**src/rtl/data_mem_responder.sv**
```systemverilog
// Word-addressed data memory behind a slow-memory FSM (IDLE -> BUSY x WAIT_CYCLES -> DONE).
// ready drops combinationally with a new request and returns only for the single DONE cycle.
module data_mem_responder #(
    parameter int unsigned WORD_WIDTH  = 32,
    parameter int unsigned DEPTH_WORDS = 64,
    parameter int unsigned BASE_ADDR   = 1024,
    parameter int unsigned WAIT_CYCLES = 4
) (
    input  logic                  clk,
    input  logic                  rst,
    input  logic                  mem_read,
    input  logic                  mem_write,
    input  logic [WORD_WIDTH-1:0] address,
    input  logic [WORD_WIDTH-1:0] write_data,
    output logic [WORD_WIDTH-1:0] read_data,
    output logic                  ready,
    output logic [1:0]            busy_state
);

    localparam int unsigned IDX_W    = (DEPTH_WORDS > 1) ? $clog2(DEPTH_WORDS) : 1;
    localparam logic [3:0]  CNT_INIT = (WAIT_CYCLES > 0) ? 4'(WAIT_CYCLES - 1) : 4'd0;

    typedef enum logic [1:0] {
        IDLE = 2'd0,
        BUSY = 2'd1,
        DONE = 2'd2
    } state_t;

    state_t                state_q, state_d;
    logic [3:0]            cnt_q, cnt_d;
    logic                  op_wr_q, op_wr_d;
    logic [IDX_W-1:0]      idx_q, idx_d;
    logic [WORD_WIDTH-1:0] data_q, data_d;
    logic [WORD_WIDTH-1:0] read_data_q;

    logic [WORD_WIDTH-1:0] mem [DEPTH_WORDS];

    logic [WORD_WIDTH-1:0] offset;
    logic [IDX_W-1:0]      in_idx;
    logic                  req;
    logic                  do_access;
    logic                  acc_wr;
    logic [IDX_W-1:0]      acc_idx;
    logic [WORD_WIDTH-1:0] acc_data;
    logic                  unused_addr_bits;

    // Subtracting the base then dropping byte bits makes out-of-range addresses wrap.
    assign offset           = address - WORD_WIDTH'(BASE_ADDR);
    assign in_idx           = offset[IDX_W+1:2];
    assign unused_addr_bits = ^{offset[1:0], offset[WORD_WIDTH-1:IDX_W+2]};
    assign req              = mem_read | mem_write;

    always_comb begin
        state_d   = state_q;
        cnt_d     = cnt_q;
        op_wr_d   = op_wr_q;
        idx_d     = idx_q;
        data_d    = data_q;
        do_access = 1'b0;
        acc_wr    = op_wr_q;
        acc_idx   = idx_q;
        acc_data  = data_q;
        ready     = 1'b1;
        unique case (state_q)
            IDLE: begin
                ready = ~req;
                if (req) begin
                    op_wr_d = mem_write;
                    idx_d   = in_idx;
                    data_d  = write_data;
                    cnt_d   = CNT_INIT;
                    if (WAIT_CYCLES == 0) begin
                        // Zero wait states: the access happens on the request edge itself.
                        state_d   = DONE;
                        do_access = 1'b1;
                        acc_wr    = mem_write;
                        acc_idx   = in_idx;
                        acc_data  = write_data;
                    end else begin
                        state_d = BUSY;
                    end
                end
            end
            BUSY: begin
                ready = 1'b0;
                if (cnt_q == 4'd0) begin
                    state_d   = DONE;
                    do_access = 1'b1;
                end else begin
                    cnt_d = cnt_q - 4'd1;
                end
            end
            DONE: begin
                ready   = 1'b1;
                state_d = IDLE;
            end
            default: begin
                ready   = 1'b1;
                state_d = IDLE;
            end
        endcase
    end

    always_ff @(posedge clk) begin
        if (rst) begin
            state_q     <= IDLE;
            cnt_q       <= 4'd0;
            op_wr_q     <= 1'b0;
            idx_q       <= '0;
            data_q      <= '0;
            read_data_q <= '0;
        end else begin
            state_q <= state_d;
            cnt_q   <= cnt_d;
            op_wr_q <= op_wr_d;
            idx_q   <= idx_d;
            data_q  <= data_d;
            if (do_access && !acc_wr) begin
                read_data_q <= mem[acc_idx];
            end
        end
    end

    // Array is deliberately not reset; rst only suppresses an in-flight write.
    always_ff @(posedge clk) begin
        if (!rst && do_access && acc_wr) begin
            mem[acc_idx] <= acc_data;
        end
    end

    assign read_data  = read_data_q;
    assign busy_state = state_q;

endmodule

```
**config.mk**
```make
export PLATFORM = sky130hd
export DESIGN_NAME = data_mem_responder
export DESIGN_NICKNAME = d
export VERILOG_FILES = /design/src/rtl/data_mem_responder.sv
export SDC_FILE = /design/constraint.sdc
export NUM_CORES = 2
export LEC_CHECK = 0
export CAP_MARGIN = 20
export CORE_ASPECT_RATIO = 1.25
export CORE_MARGIN = 2
export CORE_UTILIZATION = 35
export CTS_CLUSTER_DIAMETER = 30
export DETAILED_ROUTE_END_ITERATION = 10
export PLACE_DENSITY = 0.63
export REMOVE_ABC_BUFFERS = 1
export SYNTH_ARGS = -nofsm -noshare
export SYNTH_HDL_FRONTEND = slang
export SYNTH_SLANG_ARGS = --single-unit
```
**constraint.sdc**
```tcl
create_clock -name clk -period 3.17 [get_ports clk]
set_clock_uncertainty 0.1 [all_clocks]
set_input_delay 0.317 -clock clk [delete_from_list [all_inputs] [get_ports clk]]
set_output_delay 0.317 -clock clk [all_outputs]
set_load 0.02 [all_outputs]
```
### After elaboration in Yosys (flattened, before gate mapping)

Memory sizes are Yosys's and may differ from the RTL's. A register that Yosys moved wholly into a read port is not among the register bits.
Index checks and enable logic that the tools add are counted.

* register bits: 45
* memory bits (writable): 2048
* memories: 1

* eq/ne operators: 4
* reductions and logical operators: 11
* bitwise logic cells: 2
* multiplexer cells: 11
* $add $sub $neg: 2

Memory list
* mem: words 64, width 32, rd ports 1, clocked after memory_dff 1, wr ports 1, line 36 `logic [WORD_WIDTH-1:0] mem [DEPTH_WORDS];`

Operator list (count)
* two-way mux 4 bit: 2
* one-hot mux 4 bit (2 select lines): 1
* subtractor 8 x 1 -> 8 bit (second input constant): 1
* != test 2 bit (second input constant): 3
* logical NOT 4 bit: 1
* two-way mux 1 bit: 4
* two-way mux 2 bit: 2
* one-hot mux 2 bit (2 select lines): 1
* AND reduction 2 bit: 2
* subtractor 4 x 1 -> 4 bit (second input constant): 1
* logical AND 1 bit: 3
* AND reduction 3 bit: 1
* == test 2 x 1 -> 1 bit (second input constant): 1
* logical NOT 1 bit: 2
* logical NOT 2 bit: 1
* one-hot mux 1 bit (2 select lines): 1
* nonzero test 2 bit: 1
* NOT 1 bit: 1
* bitwise OR 1 bit: 1

### Longest topological paths before layout

* depth in word-level cells: 7
* depth in mapped cells: 11

### Worst setup path before layout

OpenSTA, ideal clock, no wires.

* path type: register -> register
* start: reg idx_q[2] (netlist: acc_idx[2])
* end: mem mem[15][0] (enable)
* required time: 2649 ps
* setup slack: -339 ps
* clock period less this slack: 3509 ps
* arrival time: 2988 ps
* stages on the path, launching flop included: 9
* library setup time: 421 ps
* path through: dfxtp_1 buf_6 buf_6 buf_6 buf_2 buf_2 and3_1 nand2_1 nor2_1

RTL lines
* from (decl): line 32 `logic [IDX_W-1:0] idx_q, idx_d;`
* from (signal assigned): line 116 `idx_q <= idx_d;`
* to (decl): line 36

No word-level cell before the write port.

==> impl_metrics.tcl <==
set metrics [dict create \
    status "completed" \
    grt.overflow.total 0 \
    die_w_um 435.0 \
    rr_startpoint "acc_idx[0]" \
    period_share_pct 99.57 \
    fin_setup_tns_ns 0 \
    clockBufferDepth 4 \
    syn_to_final_growth_pct 20.66 \
    critPathSlowestCell "dfxtp_4" \
    synth-edff-count 2048 \
    numPortBuffers 76 \
    cap_violations 0 \
    place.detailed.hpwl_um 149100 \
    vias_per_cell 5.629 \
    synth-seq-cells 2125 \
    power_density_nw_per_um2 669.7 \
    worst_pin_slew_ns 1.144 \
    dr.pass1.iters 6 \
    antenna_found_initial 8 \
    rows 197 \
    setup_viol 0 \
    final_cell_mix "edfxtp_1, mux2i_1, buf_4" \
    grt_pass1_wl_um 335000 \
    synth_area_um2 81290 \
    cp.depth 10 \
    yosys_warnings 0 \
    rsz0062_at_grt "false" \
    finalMaxSlewViolations 0 \
    design.core.area_um2 230700 \
    synth_xor_xnor_area_share_pct 0.02155 \
    vias 45965 \
    clock_power_share_pct 41.5 \
    crit_fanout 29 \
    cp_top_family "compound AO/OA/AOI/OAI gates" \
    hold_start "write_data[24]" \
    grt_pass1_vias 45393 \
    final_hold_viol_count 0 \
    switchingPower_mw 16.25 \
    synth_fa_ha_area_share_pct 0.01539 \
    wirelength_um 237100 \
    place_ws_ns 0.08690 \
    start_util_pct 35.23 \
    yosys.area_share.simple_pct 2.654 \
    clock_sinks 2125 \
    leakagePower_nw 31.00 \
    critical_path_required_ns 3.76 \
    yosysUniqueCellTypes 64 \
    cts_root_buffer "clkbuf_16" \
    syn_inst 4410 \
    final_layout_size_suffix_gt1_share_pct 22.73 \
    ir_worst_vdd_mv 0.4588 \
    ios 103 \
    n_fill_cell 19929 \
    whs_path_depth 3 \
    path_buf_inv 4 \
    share_comb_of_total_power_pct 9.9 \
    relSlewSlack_pct 23.75 \
    hold_slack_ns 0.03181 \
    async_flop_share_pct 0 \
    crit_top_cell "buf_12" \
    final_nets 4952 \
    yosysSeqAreaShare_pct 77.55 \
    crit_path_cell_trace "buf_12 > nor2_4 > buf_12 > buf_12 > buf_4 > a221oi_1 > nor2_1 > o21ai_0 > and4_1 > a311oi_1" \
    critPathLaunch "acc_idx[0]" \
    finalWorstSetupSlack_ns 0.01349 \
    clk_pin_slew_ns 0.06 \
    cts-buffers-inserted 235 \
    dieArea_um2 236100 \
    grt_usage_pct 19.57 \
    synth_top_family_by_area "multiplexers" \
    maxClockFrequency_mhz 316.8 \
    synth_compound_area_share_pct 7.687 \
    internal_power_mw 49.43 \
    synth_flop_cell "edfxtp_1" \
    grt_max_degree 76 \
    p_seq_share_pct 48.6 \
    drt-initial-drc-count 5242 \
    critical_path_class "flop to flop" \
    post_drt_wl_per_cell_um 29.03 \
    clk_latency_ns 0.84 \
    die_y_um 542.8 \
    crit_path_end_kind "flop" \
    switching_share_pct 24.74 \
    routabilityCongestion 0.8598 \
    max_stage_delay_ns 0.62 \
    ant_nets 0 \
    rr_worst_depth 10 \
    layout_commonest_cell "edfxtp_1" \
    htreeDepth 4 \
    tritoncts "yes" \
    fin_crit_ns 3.157 \
    cp-start-kind "flop" \
    syn_area_per_cell_um2 18.43 \
    drc_errors 0 \
    min_path_type "input pin to flop" \
    muxShareOfSynthArea_pct 9.910 \
    crit_arrival_ns 3.75 \
]
-- cell usage after synthesis, drive strengths merged, types with 6 or more instances --
cell	count	share of area [%]
edfxtp	2048	76
mux2i	420	5.2
a221oi	265	2.9
nor2	229	1.1
buf	210	1.7
nand2	149	0.69
a22oi	147	1.4
mux4	142	4.0
a21oi	113	0.70
o21ai	108	0.66
clkbuf	92	0.42
o22ai	85	0.65
dfxtp	77	1.9
mux2	56	0.78
nand3	48	0.30
a31oi	27	0.21
a311oi	19	0.20
and3	16	0.12
a221o	12	0.15
nor3	12	0.086
nor2b	10	0.077
a211oi	8	0.074
o22a	8	0.086
a22o	7	0.075
o2111a	7	0.097
o31a	7	0.075
a41oi	6	0.065
o21bai	6	0.055
o221ai	6	0.065
-- path summary, 6_finish.rpt --
path	to	slack, ns
max	read_data[26]	0.01
min	acc_data[24]	0.03
max reg2reg	read_data[26]	0.01
min reg2reg	acc_data[16]	0.36
-- sequential cells by signal, summed over array words and instances (netlist names) --
signal,cells
acc_data,32
acc_idx,6
acc_wr,1
busy_state,2
cnt_q,4
mem,2048
read_data,32
-- timing repair --
item | 4_1_cts | 5_1_grt
buffers inserted | 0 | 1
resized for setup | 0 | 2
hold buffers | 25 | 0
endpoints found under the hold margin | 25 | 0
endpoints found under the setup margin | 0 | 2
-- tightest hold or removal path, delay by kind of cell --
| family | cells | cell delay (ns) |
|---|---|---|
| compound gates | 1 | 0.07 |
| buf+inv | 1 | 0.44 |
| simple gates | 1 | 0.08 |
-- stage by stage --
stage | std cells | util (%) | instance area [um^2] | power (mW)
CTS | 8156 | 42.47 | 97980 | 65.88
detailed placement | 7701 | 38.95 | 89870 | 38.93
floorplan | 4108 | - | 79550 | 36.72
finish | 8166 | 42.51 | 98080 | 65.69
global route | 8161 | 42.51 | 98070 | 67.37
global placement | 7701 | 38.95 | 89870 | 38.81
-- per-layer routing --
layer / track usage [%] / routed length [um] / share of wire (%) / vias up
met5: 0 / 17 / 0.0072 / -
met1: 24.65 / 89880 / 38 / 24207
li1: - / - / - / 19149
met2: 34.10 / 119900 / 51 / 2169
met3: 3.085 / 18650 / 7.9 / 436
met4: 6.990 / 8584 / 3.6 / 4
-- final cells by class --
cell class | instances | area, um^2 | area share, %
antenna | 6 | 15.01 | 0.01531
clock buffer | 259 | 6076 | 6.195
clock inverter | 171 | 1782 | 1.817
inverter | 5 | 25.02 | 0.02551
multi-input combinational | 1978 | 17070 | 17.41
sequential | 2125 | 63090 | 64.33
tap | 3084 | 3859 | 3.934
timing repair buffer | 538 | 6161 | 6.281
-- power by group through the flow --
stage | logic (mW) | registers, mW | clock network [mW]
floorplan | 3.79 | 32.9 | 0
global placement | 6.25 | 32.6 | 0
detailed placement | 6.33 | 32.6 | 0
CTS | 6.39 | 32.0 | 27.5
global route | 6.83 | 32.0 | 28.6
finish | 6.51 | 31.9 | 27.2
-- cell families (layout without fill, tap and decap cells) --
logic type / Yosys count / after routing
buf+inv: 307 / 973
mux: 618 / 618
fa+ha+maj: 1 / 1
compound gates: 858 / 858
other cells: 0 / 6
simple gates: 499 / 499
flops: 2125 / 2125
xor+xnor: 2 / 2
(Power assumes the default switching activity.)
